--- src/rtl/pc_pkg.sv ---
// Shared encodings and default address constants for the program-counter unit.
package pc_pkg;

  typedef enum logic [2:0] {
    NPC_SEQ  = 3'd0,
    NPC_BR   = 3'd1,
    NPC_J    = 3'd2,
    NPC_JR   = 3'd3,
    NPC_ERET = 3'd4
  } npc_op_e;

  typedef enum logic [2:0] {
    BR_EQ  = 3'd0,
    BR_NE  = 3'd1,
    BR_LEZ = 3'd2,
    BR_GTZ = 3'd3,
    BR_LTZ = 3'd4,
    BR_GEZ = 3'd5
  } br_cond_e;

  localparam logic [31:0] DEFAULT_RESET_PC   = 32'h0000_3000;
  localparam logic [31:0] DEFAULT_EXC_VECTOR = 32'h0000_4180;

endpackage

--- src/rtl/pc_if.sv ---
// Decoder/register-file facing bundle of the PC unit; slave is the PC unit side.
interface pc_if import pc_pkg::*; #(
  parameter int XLEN = 32
);
  logic            stall;
  logic            intr;
  npc_op_e         npc_op;
  br_cond_e        br_cond;
  logic [31:0]     instr;
  logic [XLEN-1:0] rs_val;
  logic [XLEN-1:0] rt_val;
  logic [XLEN-1:0] epc;
  logic            ras_push;
  logic            ras_pop;
  logic [XLEN-1:0] pc;
  logic [XLEN-1:0] npc;
  logic [XLEN-1:0] link_addr;
  logic            br_taken;
  logic            addr_err;
  logic [XLEN-1:0] ras_top;
  logic            ras_valid;
  logic            ras_mismatch;

  modport master (
    output stall, intr, npc_op, br_cond, instr, rs_val, rt_val, epc, ras_push, ras_pop,
    input  pc, npc, link_addr, br_taken, addr_err, ras_top, ras_valid, ras_mismatch
  );

  modport slave (
    input  stall, intr, npc_op, br_cond, instr, rs_val, rt_val, epc, ras_push, ras_pop,
    output pc, npc, link_addr, br_taken, addr_err, ras_top, ras_valid, ras_mismatch
  );
endinterface

--- src/rtl/pc_ras.sv ---
// Circular return-address stack: top pointer plus saturating count; overflow
// silently overwrites the oldest entry. Storage itself is not reset.
module pc_ras import pc_pkg::*; #(
  parameter int XLEN      = 32,
  parameter int RAS_DEPTH = 4
) (
  input  logic            clk,
  input  logic            reset,
  input  logic            en,
  input  logic            push,
  input  logic            pop,
  input  logic [XLEN-1:0] wdata,
  output logic [XLEN-1:0] top,
  output logic            valid
);
  localparam int            PW      = $clog2(RAS_DEPTH);
  localparam logic [PW-1:0] PTR_ONE = PW'(1);
  localparam logic [PW:0]   CNT_ONE = (PW+1)'(1);
  localparam logic [PW:0]   CNT_MAX = (PW+1)'(RAS_DEPTH);

  logic [XLEN-1:0] mem_q [RAS_DEPTH];
  logic [PW-1:0]   top_q, top_d, waddr_s;
  logic [PW:0]     cnt_q, cnt_d;
  logic            we_s;

  // Next pointer/count and write strobe; push+pop on a non-empty stack replaces the top.
  always_comb begin
    top_d   = top_q;
    cnt_d   = cnt_q;
    we_s    = 1'b0;
    waddr_s = top_q;
    if (en && push && pop && (cnt_q != '0)) begin
      we_s = 1'b1;
    end else if (en && push) begin
      we_s    = 1'b1;
      waddr_s = top_q + PTR_ONE;
      top_d   = top_q + PTR_ONE;
      if (cnt_q == CNT_MAX) begin
        cnt_d = cnt_q;
      end else begin
        cnt_d = cnt_q + CNT_ONE;
      end
    end else if (en && pop && (cnt_q != '0)) begin
      top_d = top_q - PTR_ONE;
      cnt_d = cnt_q - CNT_ONE;
    end else begin
      top_d = top_q;
    end
  end

  // Pointer and count registers.
  always_ff @(posedge clk or posedge reset) begin
    if (reset) begin
      top_q <= '0;
      cnt_q <= '0;
    end else begin
      top_q <= top_d;
      cnt_q <= cnt_d;
    end
  end

  // Entry storage.
  always_ff @(posedge clk) begin
    if (we_s) begin
      mem_q[waddr_s] <= wdata;
    end
  end

  assign top   = mem_q[top_q];
  assign valid = (cnt_q != '0);

endmodule

--- src/rtl/pc_unit.sv ---
// Architectural PC register with next-PC selection, in-block branch compare,
// exception/eret redirection, stall hold and a return-address stack.
module pc_unit import pc_pkg::*; #(
  parameter int              XLEN       = 32,
  parameter logic [XLEN-1:0] RESET_PC   = XLEN'(DEFAULT_RESET_PC),
  parameter logic [XLEN-1:0] EXC_VECTOR = XLEN'(DEFAULT_EXC_VECTOR),
  parameter int              RAS_DEPTH  = 4
) (
  input logic  clk,
  input logic  reset,
  pc_if.slave  bus
);
  logic [XLEN-1:0] pc_q, pc_d;
  logic [XLEN-1:0] pc_plus4_s, br_target_s, j_target_s, npc_s, ras_top_s;
  logic            cond_s, update_s, ras_en_s, addr_err_s, ras_valid_s;
  logic            unused_instr_s;

  assign pc_plus4_s     = pc_q + XLEN'(32'd4);
  assign br_target_s    = pc_plus4_s + {{(XLEN-18){bus.instr[15]}}, bus.instr[15:0], 2'b00};
  assign j_target_s     = {pc_plus4_s[XLEN-1:28], bus.instr[25:0], 2'b00};
  assign unused_instr_s = ^bus.instr[31:26];

  // Signed branch condition; rt only matters for EQ/NE.
  always_comb begin
    cond_s = 1'b0;
    case (bus.br_cond)
      BR_EQ:   cond_s = (bus.rs_val == bus.rt_val);
      BR_NE:   cond_s = (bus.rs_val != bus.rt_val);
      BR_LEZ:  cond_s = bus.rs_val[XLEN-1] || (bus.rs_val == '0);
      BR_GTZ:  cond_s = !bus.rs_val[XLEN-1] && (bus.rs_val != '0);
      BR_LTZ:  cond_s = bus.rs_val[XLEN-1];
      BR_GEZ:  cond_s = !bus.rs_val[XLEN-1];
      default: cond_s = 1'b0;
    endcase
  end

  // Next-PC priority: interrupt, eret, jr, j, taken branch, sequential.
  always_comb begin
    npc_s = pc_plus4_s;
    if (bus.intr) begin
      npc_s = EXC_VECTOR;
    end else begin
      case (bus.npc_op)
        NPC_ERET: npc_s = bus.epc;
        NPC_JR:   npc_s = bus.rs_val;
        NPC_J:    npc_s = j_target_s;
        NPC_BR: begin
          if (cond_s) begin
            npc_s = br_target_s;
          end else begin
            npc_s = pc_plus4_s;
          end
        end
        default:  npc_s = pc_plus4_s;
      endcase
    end
  end

  // Misaligned register-sourced target flag; the PC still loads it.
  always_comb begin
    addr_err_s = 1'b0;
    case (bus.npc_op)
      NPC_JR:   addr_err_s = (bus.rs_val[1:0] != 2'b00);
      NPC_ERET: addr_err_s = (bus.epc[1:0] != 2'b00);
      default:  addr_err_s = 1'b0;
    endcase
  end

  assign update_s = !bus.stall || bus.intr;
  assign ras_en_s = update_s && !bus.intr &&
                    ((bus.npc_op == NPC_J) || (bus.npc_op == NPC_JR));

  // PC load/hold decision.
  always_comb begin
    pc_d = pc_q;
    if (update_s) begin
      pc_d = npc_s;
    end else begin
      pc_d = pc_q;
    end
  end

  // PC register.
  always_ff @(posedge clk or posedge reset) begin
    if (reset) begin
      pc_q <= RESET_PC;
    end else begin
      pc_q <= pc_d;
    end
  end

  pc_ras #(
    .XLEN      (XLEN),
    .RAS_DEPTH (RAS_DEPTH)
  ) u_ras (
    .clk   (clk),
    .reset (reset),
    .en    (ras_en_s),
    .push  (bus.ras_push),
    .pop   (bus.ras_pop),
    .wdata (pc_plus4_s),
    .top   (ras_top_s),
    .valid (ras_valid_s)
  );

  assign bus.pc           = pc_q;
  assign bus.npc          = npc_s;
  assign bus.link_addr    = pc_plus4_s;
  assign bus.br_taken     = (bus.npc_op == NPC_BR) && cond_s;
  assign bus.addr_err     = addr_err_s;
  assign bus.ras_top      = ras_top_s;
  assign bus.ras_valid    = ras_valid_s;
  assign bus.ras_mismatch = bus.ras_pop && ras_valid_s && (ras_top_s != bus.rs_val);

endmodule

--- src/flat_wrapper.sv ---
// flat-port wrapper written by rule: the top's interface ports become plain ports
module pc_unit_flat import pc_pkg::*;
#(
  parameter int              XLEN       = 32,
  parameter logic [XLEN-1:0] RESET_PC   = XLEN'(DEFAULT_RESET_PC),
  parameter logic [XLEN-1:0] EXC_VECTOR = XLEN'(DEFAULT_EXC_VECTOR),
  parameter int              RAS_DEPTH  = 4
)
  (clk, reset, bus_stall, bus_intr, bus_npc_op, bus_br_cond, bus_instr, bus_rs_val, bus_rt_val, bus_epc, bus_ras_push, bus_ras_pop, bus_pc, bus_npc, bus_link_addr, bus_br_taken, bus_addr_err, bus_ras_top, bus_ras_valid, bus_ras_mismatch);
  pc_if #(.XLEN(XLEN)) bus_i ();
  input logic clk;
  input logic reset;
  input wire logic [$bits(bus_i.stall)-1:0] bus_stall;
  input wire logic [$bits(bus_i.intr)-1:0] bus_intr;
  input wire logic [$bits(bus_i.npc_op)-1:0] bus_npc_op;
  input wire logic [$bits(bus_i.br_cond)-1:0] bus_br_cond;
  input wire logic [$bits(bus_i.instr)-1:0] bus_instr;
  input wire logic [$bits(bus_i.rs_val)-1:0] bus_rs_val;
  input wire logic [$bits(bus_i.rt_val)-1:0] bus_rt_val;
  input wire logic [$bits(bus_i.epc)-1:0] bus_epc;
  input wire logic [$bits(bus_i.ras_push)-1:0] bus_ras_push;
  input wire logic [$bits(bus_i.ras_pop)-1:0] bus_ras_pop;
  output wire logic [$bits(bus_i.pc)-1:0] bus_pc;
  output wire logic [$bits(bus_i.npc)-1:0] bus_npc;
  output wire logic [$bits(bus_i.link_addr)-1:0] bus_link_addr;
  output wire logic [$bits(bus_i.br_taken)-1:0] bus_br_taken;
  output wire logic [$bits(bus_i.addr_err)-1:0] bus_addr_err;
  output wire logic [$bits(bus_i.ras_top)-1:0] bus_ras_top;
  output wire logic [$bits(bus_i.ras_valid)-1:0] bus_ras_valid;
  output wire logic [$bits(bus_i.ras_mismatch)-1:0] bus_ras_mismatch;
  assign bus_i.stall = bus_stall;
  assign bus_i.intr = bus_intr;
  assign bus_i.npc_op = bus_npc_op;
  assign bus_i.br_cond = bus_br_cond;
  assign bus_i.instr = bus_instr;
  assign bus_i.rs_val = bus_rs_val;
  assign bus_i.rt_val = bus_rt_val;
  assign bus_i.epc = bus_epc;
  assign bus_i.ras_push = bus_ras_push;
  assign bus_i.ras_pop = bus_ras_pop;
  assign bus_pc = bus_i.pc;
  assign bus_npc = bus_i.npc;
  assign bus_link_addr = bus_i.link_addr;
  assign bus_br_taken = bus_i.br_taken;
  assign bus_addr_err = bus_i.addr_err;
  assign bus_ras_top = bus_i.ras_top;
  assign bus_ras_valid = bus_i.ras_valid;
  assign bus_ras_mismatch = bus_i.ras_mismatch;
  pc_unit #(.XLEN(XLEN), .RESET_PC(RESET_PC), .EXC_VECTOR(EXC_VECTOR), .RAS_DEPTH(RAS_DEPTH)) u_core (.clk(clk), .reset(reset), .bus(bus_i));
endmodule
--- config.mk ---
export PLATFORM = sky130hd
export DESIGN_NAME = pc_unit_flat
export DESIGN_NICKNAME = d
export VERILOG_FILES = /design/src/rtl/pc_pkg.sv /design/src/rtl/pc_if.sv /design/src/rtl/pc_ras.sv /design/src/rtl/pc_unit.sv /design/src/flat_wrapper.sv
export SDC_FILE = /design/constraint.sdc
export NUM_CORES = 1
export LEC_CHECK = 0
export ABC_CLOCK_PERIOD_IN_PS = 6500
export BUFFER_PORTS_ARGS = -buffer_cell sky130_fd_sc_hd__buf_2
export CAP_MARGIN = 20
export CELL_PAD_IN_SITES_DETAIL_PLACEMENT = 2
export CELL_PAD_IN_SITES_GLOBAL_PLACEMENT = 2
export CORE_ASPECT_RATIO = 0.75
export CORE_MARGIN = 2
export CORE_UTILIZATION = 25
export DETAILED_ROUTE_END_ITERATION = 6
export PLACE_DENSITY_LB_ADDON = 0.1
export SLEW_MARGIN = 20
export SYNTH_ARGS = -nofsm -noshare
export SYNTH_HDL_FRONTEND = slang
export SYNTH_SLANG_ARGS = --single-unit
--- constraint.sdc ---
create_clock -name clk -period 6.5 [get_ports clk]
set_input_delay 1.3 -clock clk [delete_from_list [all_inputs] [get_ports clk]]
set_output_delay 1.3 -clock clk [all_outputs]
set_load 0.03 [all_outputs]
After elaboration in Yosys (flattened, before gate mapping)
Memory sizes are Yosys's and may differ from the RTL's.
Cells that the tools add are included.
{"block": "word_totals", "ff_bits": 37, "ram_bits": 128, "inputBits": 140, "output_inout_bits": 132, "word_cells": 67, "mem_count": 1}
{"name": "u_core.u_ras.mem_q", "words": 4, "word_bits": 32, "rd": 1, "rd_ports_with_merged_regs": 0, "wr": 1, "line_no": "pc_ras.sv:21", "text": "logic [XLEN-1:0] mem_q [RAS_DEPTH];"}
{"block": "classes", "addsub": 6, "n_eq_ne": 14, "muxes": 16, "n_bitwise": 1, "reduce_logical": 26}
{"cell": "$pmux W32 S4", "n": 1}
{"cell": "$mux W32", "n": 2}
{"cell": "$ne A32 B32 Y1", "n": 2}
{"cell": "$add A32 B3 Y32 const B", "n": 1}
{"cell": "$add A32 B32 Y32", "n": 1}
{"cell": "$eq A32 B32 Y1", "n": 1}
{"cell": "$logic_not A32 Y1", "n": 1}
{"cell": "$reduce_bool A32 Y1", "n": 1}
{"cell": "$eq A3 B2 Y1 const B", "n": 4}
{"cell": "$eq A3 B3 Y1 const B", "n": 4}
{"cell": "$logic_and A1 B1 Y1", "n": 11}
{"cell": "$mux W3", "n": 3}
{"cell": "$mux W2", "n": 4}
{"cell": "$eq A3 B1 Y1 const B", "n": 2}
{"cell": "$pmux W1 S6", "n": 1}
{"cell": "$reduce_bool A2 Y1", "n": 3}
{"cell": "$mux W1", "n": 4}
{"cell": "$add A3 B1 Y3 const B", "n": 1}
{"cell": "$logic_not A1 Y1", "n": 3}
{"cell": "$logic_not A3 Y1", "n": 1}
{"cell": "$logic_or A1 B1 Y1", "n": 3}
{"cell": "$reduce_and A3 Y1", "n": 1}
{"cell": "$reduce_bool A3 Y1", "n": 1}
{"cell": "$sub A3 B1 Y3 const B", "n": 1}
{"cell": "6 further kinds", "n": 6}

Longest topological paths before layout
Gate-level depths: netlist (run 1).
{"block": "logic_depth", "depth_word": 10, "mapped_depth": 18, "depth_no_buf": 16}

Modules after synthesis
A second synthesis (run 1) with hierarchy kept.
{"block": "unflattened", "hier_cells": 1102, "area_unflattened_um2": 11474.8}
{"mod": "pc_unit", "instances": 1, "cells_each": 866, "area_each_um2": 6277.3, "seq_area_each_um2": 803.3}
{"mod": "pc_ras", "instances": 1, "cells_each": 236, "area_each_um2": 5197.5, "seq_area_each_um2": 3968.8}

Worst setup path after synthesis (run 1)
Ideal clock, no wire load.
{"block": "synth_path", "path_kind": "reg2out", "from": "register u_core.pc_q[4] (netlist: u_core.bus.pc[4])", "to": "output bus_npc[31]", "arrival_time_ns": 4.862, "required_time_ns": 5.200, "setup_slack_ns": 0.338, "stages_incl_launch_ff": 17, "n_path_buf": 1, "path_cell_list": "dfrtp_1 -> and4_1 -> and2_1 -> buf_2 -> and4_1 -> nand2_1 -> xnor2_1 -> ha_1 -> and2_1 -> a221o_1 -> a221o_1 -> nand2_1 -> a31oi_1 -> or3_1 -> nand3_1 -> xor2_1 -> o31ai_1"}
{"block": "synth_via", "elab_chain_len": 5}
{"element": "start: declaration", "line_no": "pc_unit.sv:13", "text": "logic [XLEN-1:0] pc_q, pc_d;"}
{"element": "start signal: assignment", "line_no": "pc_unit.sv:88", "text": "pc_q <= pc_d;"}
{"element": "$add A32 B3 Y32", "line_no": "pc_unit.sv:18", "text": "assign pc_plus4_s = pc_q + XLEN'(32'd4);"}
{"element": "net bus_link_addr[21]", "line_no": "flat_wrapper.sv:25", "text": "output wire logic [$bits(bus_i.link_addr)-1:0] bus_link_addr;"}
{"element": "$add A32 B32 Y32", "line_no": "pc_unit.sv:19", "text": "assign br_target_s = pc_plus4_s + {{(XLEN-18){bus.instr[15]}}, bus.instr[15:0], 2'b00};"}
{"element": "$mux W32", "line_no": "pc_unit.sv:48", "text": "if (cond_s) begin"}
{"element": "$pmux W32 S4", "line_no": "pc_unit.sv:43", "text": "case (bus.npc_op)"}
{"element": "$mux W32", "line_no": "pc_unit.sv:40", "text": "if (bus.intr) begin"}
{"element": "end: declaration", "line_no": "flat_wrapper.sv:24", "text": "output wire logic [$bits(bus_i.npc)-1:0] bus_npc;"}
The timed path passes the listed nets, and every way through them passes these cells.

Final worst setup path (run 1)
{"block": "layout_path", "from": "register u_core.pc_q[4] (netlist: u_core.bus.pc[4])", "to": "output bus_npc[22]"}
{"block": "layout_via", "elab_chain_len": 5}
{"element": "$add A32 B3 Y32 (*)", "line_no": "pc_unit.sv:18"}
{"element": "$add A32 B32 Y32", "line_no": "pc_unit.sv:19"}
{"element": "$mux W32", "line_no": "pc_unit.sv:48"}
{"element": "$pmux W32 S4 (*)", "line_no": "pc_unit.sv:43"}
{"element": "$mux W32 (*)", "line_no": "pc_unit.sv:40"}
Mark *: on every way between the ends. The rest lies on a longest branch, timed or not.

==> results of run 1 <==
power breakdown:
part	internal [uW]	switching, uW
logic	603	1100
clock network	549	488
registers	1190	106
worst max path at each step:
stage	slack, ns	cells after the start	end	startpoint
2_1_floorplan	0.34	16	bus_npc[31]	u_core.bus.pc[4]$_DFFE_PP0P_
3_3_place_gp	0.52	16	bus_npc[31]	u_core.bus.pc[4]$_DFFE_PP0P_
3_5_place_dp	0.44	16	bus_npc[31]	u_core.bus.pc[4]$_DFFE_PP0P_
4_1_cts	0.06	16	bus_npc[31]	u_core.bus.pc[5]$_DFFE_PP0P_
5_1_grt	0.02	16	bus_npc[28]	u_core.bus.pc[5]$_DFFE_PP0P_
6_report	0.39	15	bus_npc[22]	u_core.bus.pc[4]$_DFFE_PP0P_
cell usage in the layout, fill, tap and decap left out, types with 32 or more instances in the layout:
cell type  count
xor2_1        50
xnor2_1       72
nand2_1       70
dfrtp_1       34
ha_1          37
edfxtp_1     128
a21oi_1       76
o21ai_0       50
nor2_1        77
buf_4         47
buf_2        265
mux4_2        32
registers in the layout, indices dropped and copies added (netlist names):
signal,cells
u_core.bus.pc,32
u_core.u_ras.mem_q,128
u_core.u_ras.top_q,2
u_core.u_ras.cnt_q,3
logic make-up after synthesis:
logic type                 count (synthesis)
and+or+nand+nor                          296
AOI/OAI and AO/OA                        265
DFF                                      165
xor gates and xnor gates                 125
buffers and inverters                     85
adders and majority gates                 40
muxes                                     40
cell type report:
cell class / count / share of cell area, %
multi-input cells: 766 / 42.1
flip-flops and latches: 165 / 35.1
repair buffers: 312 / 12.3
well taps: 578 / 5.31
clock buffers: 18 / 3.23
clock inverters: 14 / 1.07
inverters: 31 / 0.855
diodes: 3 / 0.0552
metrics by stage:
| step | utilization (%) | std cells |
|---|---|---|
| floorplan | - | 1016 |
| global placement | 30.1 | 1852 |
| detailed placement | 30.1 | 1852 |
| CTS | 31.5 | 1884 |
| global route | 31.6 | 1884 |
| finish | 31.6 | 1887 |
layer usage:
layer  GRT usage [%]  up-vias  wire length (um)
met2            37.2      245             23800
met1            32.9     5068             25300
met5               0        -                 0
li1                -     4408                 -
met4            4.71        0               628
met3            3.01       29              2020
==> results.ini, run 1 <==
[outcome]
status = completed

[global_route]
grt_pass1_wl_mm = 74.0
antenna_found_initial = 2
grtUsageTotal_pct = 23.0
grt_max_degree = 65
grt_pass1_vias = 10400
grt_overflow_total = 0

[setup_path]
r2r_cells = 15
worstSetupPathType = reg2out
max_stage_delay_ns = 0.46
cp_cell_sequence = and4_1, and2_2, and4_1, nand4_1, xnor2_1, buf_4, ha_1, and3_1, a32oi_1, nand2_1, a21boi_0, xnor2_1, o32ai_1, nor3_1, buf_2
ff2ff_setup_slack_ns = 2.20
cp_top_family = simple AND/OR/NAND/NOR gates
worst_r2r_endpoint = u_core.bus.pc[28]$_DFFE_PP0P_
slowest_stage = dfrtp_1
crit_fanout = 7
r2r-start = u_core.bus.pc[4]$_DFFE_PP0P_
required_ns = 5.20
path_buf_inv = 2
worstSetupStartpointType = register
crit_path_end_kind = output port
arrival_ns = 4.81

[pwr]
p_leak_uw = 0.00546
peakVddDrop_mv = 0.189
power_uw = 4040
p_per_area_nw_per_um2 = 297

[synth]
synthCells = 1016
synth_edf_count = 128
synth_ff_type = edfxtp_1
yosys.area.top_type = edfxtp_1
ys_seq_area_share_pct = 44.0
yosysMostFrequentCell = edfxtp_1
synth-async-reset-ratio_pct = 22.4
yosys-top-cells-count = edfxtp_1 (128), nor2_1 (81), a21oi_1 (76)
yosys.area_share.simple_pct = 13.5
ys_top_cells_by_area = edfxtp_1 (35%), dfrtp_1 (8.1%), mux4_2 (6.6%), xnor2_1 (5.9%), ha_1 (4.4%)
synth_seq_cells = 165
syn_nets = 1196
synth.distinct_cells = 81
syn_avg_cell_area_um2 = 10.7
synth_xor_area_share_pct = 10.2
synth_top_family_by_area = compound AO/OA/AOI/OAI gates
synthAdderAreaFrac_pct = 4.75
synth_area_um2 = 10800
yosysWarnings = 0
synth_top_area_share_pct = 35.5
synth_compound_gate_area_share_pct = 16.5
muxShareOfSynthArea_pct = 7.48

[die]
rows = 66
core_um2 = 43100
fp.dieH_um = 184
die_area_um2 = 45100
io_pins = 272
initial_utilization_pct = 25.2
die_w_um = 244

[clock_network]
post_cts_buffers = 0
clock_path_buffers = 2
cts_tree = done
post_cts_resized = 1
cts_inserted_buffers = 17
postCtsHoldBufs = 0
htreeDepth = 4
worstSkewPairLatency_ns = 0.45
root_buffer = clkbuf_16
cts.clk_slew.worst_paths_ns = 0.07
cts.sinks = 165

[route]
vias = 9750
ant_nets = 0
wl_per_cell_um = 27.4
drcViolationCount = 0
dr.pass1.iters = 5
drt-total-wl_mm = 51.7
drt_iter0_markers = 532
drt-vias-per-instance = 5.17

[job]
cap_viol_max_count = 0

[sta]
rsz0062_at_grt = false
fmax_mhz = 164
clock_skew_ns = 0.0135
finalCritPeriodShare_pct = 93.9
worst_pin_slew_ns = 1.02
whs_ns = 0.496
setup_tns_ns = 0
slew_headroom_pct = 32.0
hold_viol = 0
setup_viol = 0
maxSlewViolCount = 0
fin_ws_ns = 0.393
min_period_ns = 6.11

[min_path]
min_to = u_core.u_ras.cnt_q[2]$_DFFE_PP0P_
min_path_cells = 1
min_path_type = reg2reg
min_from = u_core.u_ras.cnt_q[2]$_DFFE_PP0P_

[final_layout]
area_delta_synth_final_pct = 25.5
fillers = 4749
multi_input_area_um2 = 5720
drive_gt1_share_pct = 32.2
regArea_um2 = 4770
final_nets = 1473
fin_area_um2 = 13600

[placed_design]
gp_congestion = 0.823
port_buffers = 265
placed_area_um2 = 13000
pre_cts_ws_ns = 0.435
dp_hpwl_mm = 41.0

No activity file was read; power rests on OpenSTA's default activity.
==> inputs of run 2 (changes only) <==
CORE_MARGIN = 1.5   (was 2)
MAX_ROUTING_LAYER = met4   (was unset)
==> run 2 against run 1 <==
Compared with the run above: global-route usage is 1.2 points higher; combinational power hardly changed; power is 0.65% higher; count of clock-buffer cells in the layout is 2 higher; wire length is 0.50% higher; utilization is 0.46 points higher; critical path type unchanged; largest cell class unchanged.
==> results.ini, run 2 (same netlist as run 1, synthesis figures left out) <==
[pwr]
switching_power_uw = 1710  ; was 1690 uW
peakVddDrop_mv = 0.204  ; was 0.189 mV
pwr-share-seq_pct = 31.5  ; was 32.2%
p_per_area_nw_per_um2 = 299  ; was 297 nW/um^2
p_comb_share_pct = 42.4  ; was 42.1%
swShare_pct = 42.1  ; was 41.9%
power_uw = 4060  ; was 4040 uW
p_leak_uw = 0.00544  ; was 0.00546 uW
clkPwrFrac_pct = 26.1  ; was 25.7%
p_int_uw = 2350  ; was 2340 uW

[global_route]
grt_pass1_wl_mm = 74.6  ; was 74.0 mm
grtUsageTotal_pct = 24.2  ; was 23.0%
grt_overflow_total = 0  ; unchanged
antenna_found_initial = 1  ; was 2
grt_max_degree = 65  ; unchanged
grt_pass1_vias = 10300  ; was 10400

[route]
drcViolationCount = 0  ; unchanged
drt-vias-per-instance = 5.25  ; was 5.17
drt_iter0_markers = 664  ; was 532
wl_per_cell_um = 27.7  ; was 27.4 um
ant_nets = 0  ; unchanged
dr.pass1.iters = 6  ; was 5
drt-total-wl_mm = 51.9  ; was 51.7 mm
vias = 9862  ; was 9750

[sta]
hold_viol = 0  ; unchanged
fmax_mhz = 163  ; was 164 MHz
maxSlewViolCount = 0  ; unchanged
finalCritPeriodShare_pct = 94.5  ; was 93.9%
setup_viol = 0  ; unchanged
worst_pin_slew_ns = 0.835  ; was 1.02 ns
slew_headroom_pct = 44.2  ; was 32.0%
rsz0062_at_grt = false  ; unchanged
setup_tns_ns = 0  ; unchanged
min_period_ns = 6.15  ; was 6.11 ns
clock_skew_ns = 0.0187  ; was 0.0135 ns

[die]
io_pins = 272  ; unchanged
rows = 65  ; was 66
fp.dieH_um = 183  ; was 184 um
die_w_um = 243  ; was 244 um
core_um2 = 42500  ; was 43100 um^2
die_area_um2 = 44600  ; was 45100 um^2
initial_utilization_pct = 25.5  ; was 25.2%

[setup_path]
max_stage_delay_ns = 0.49  ; was 0.46 ns
slowest_stage = ha_1  ; was dfrtp_1
required_ns = 5.20  ; about the same
worstSetupPathType = reg2out  ; unchanged
crit_fanout = 9  ; was 7
arrival_ns = 4.85  ; was 4.81 ns
crit_path_end_kind = output port  ; unchanged
worstSetupStartpointType = register  ; unchanged
cp_cell_sequence = and4_1, and2_2, and4_1, nand2_1, xor2_1, inv_1, ha_1, nand2_1, nor2_1, nor4b_1, a211oi_2, xnor2_1, nor2_1, a211oi_1, nor2b_1, buf_2  ; was and4_1, and2_2, and4_1, nand4_1, xnor2_1, buf_4, ha_1, and3_1, a32oi_1, nand2_1, a21boi_0, xnor2_1, o32ai_1, nor3_1, buf_2

[clock_network]
cts_inserted_buffers = 17  ; unchanged
clock_path_buffers = 2  ; unchanged
postCtsHoldBufs = 0  ; unchanged
htreeDepth = 4  ; unchanged
root_buffer = clkbuf_16  ; unchanged
cts.sinks = 165  ; unchanged
worstSkewPairLatency_ns = 0.48  ; was 0.45 ns
cts_tree = done  ; unchanged
cts.clk_slew.worst_paths_ns = 0.08  ; was 0.07 ns

[min_path]
min_path_type = reg2reg  ; unchanged

[job]
cap_viol_max_count = 0  ; unchanged

[final_layout]
fillers = 4677  ; was 4749
drive_gt1_share_pct = 32.0  ; was 32.2%
final_common_cell = buf_2  ; unchanged
layout_common_cells = buf_2 (265), edfxtp_1 (128), nor2_1 (77)  ; unchanged
area_delta_synth_final_pct = 25.4  ; was 25.5%
largest_reg_flops = 128  ; unchanged
largest-register = u_core.u_ras.mem_q  ; unchanged
final_nets = 1472  ; was 1473

[placed_design]
dp_hpwl_mm = 40.6  ; was 41.0 mm
gp_congestion = 0.860  ; was 0.823
port_buffers = 265  ; unchanged

[outcome]
status = completed  ; unchanged

-- run 2: power by group through the flow --
stage | registers, uW | clock network [uW] | logic, uW
after floorplan | 1280 | 0 | 1130
after global placement | 1300 | 0 | 1720
after detailed placement | 1310 | 0 | 1730
after CTS | 1280 | 1080 | 1740
after global routing | 1290 | 1110 | 1840
final | 1280 | 1060 | 1720
-- run 2: routing by layer --
layer	part of all wire [%]	up-vias	global-route usage [%]
met5	0	-	-
met4	1.5	0	5.24
met3	4.0	44	3.99
met2	46	253	37.2
met1	48	5151	33.3
li1	-	4414	-
-- run 2: final cells by class --
class | instances | area [um^2] | share of cell area [%]
diodes | 3 | 7.51 | 0.0552
clock buffers | 20 | 457 | 3.36
clock inverters | 12 | 119 | 0.874
inverters | 31 | 116 | 0.856
multi-input cells | 766 | 5720 | 42.0
flip-flops and latches | 165 | 4770 | 35.1
well taps | 569 | 712 | 5.24
repair buffers | 311 | 1700 | 12.5
-- run 2: path summary, 6_finish.rpt --
kind | start | to | slack (ns) | cells after the start
hold / removal | u_core.u_ras.cnt_q[2]$_DFFE_PP0P_ | u_core.u_ras.cnt_q[2]$_DFFE_PP0P_ | 0.50 | 1
setup reg to reg | u_core.bus.pc[4]$_DFFE_PP0P_ | u_core.bus.pc[28]$_DFFE_PP0P_ | 2.04 | 17
hold reg to reg | u_core.u_ras.cnt_q[2]$_DFFE_PP0P_ | u_core.u_ras.cnt_q[2]$_DFFE_PP0P_ | 0.50 | 1
setup / recovery | u_core.bus.pc[4]$_DFFE_PP0P_ | bus_npc[21] | 0.35 | 16
min in group asynchronous | reset | u_core.bus.pc[27]$_DFFE_PP0P_ | 0.98 | 3
max in group asynchronous | reset | u_core.u_ras.top_q[0]$_DFFE_PP0P_ | 5.04 | 3
-- run 2: stage by stage --
stage | cell area, um^2 | std cells | setup WS, ns | utilization, % | hold WS, ns
after floorplan | 10800 | 1016 | 0.338 | - | 0.456
after global placement | 13000 | 1841 | 0.695 | 30.6 | 0.482
after detailed placement | 13000 | 1841 | 0.682 | 30.6 | 0.492
after CTS | 13600 | 1873 | 0.147 | 31.9 | 0.501
after global routing | 13600 | 1875 | 0.0227 | 32.0 | 0.523
final | 13600 | 1877 | 0.354 | 32.0 | 0.502
-- run 2: critical path: cells and delay by family (launching register included) --
| family | cells | cell delay [ns] |
|---|---|---|
| flops | 1 | 0.47 |
| fa+ha+maj | 1 | 0.49 |
| compound gates | 2 | 0.42 |
| buf+inv | 2 | 0.48 |
| xor+xnor | 2 | 0.59 |
| simple gates | 9 | 1.90 |
-- run 2: timing repair --
item,in CTS,in global routing
setup buffers,0,1
endpoints found under the hold margin,0,0
resized for setup,0,5
endpoints found under the setup margin,0,6
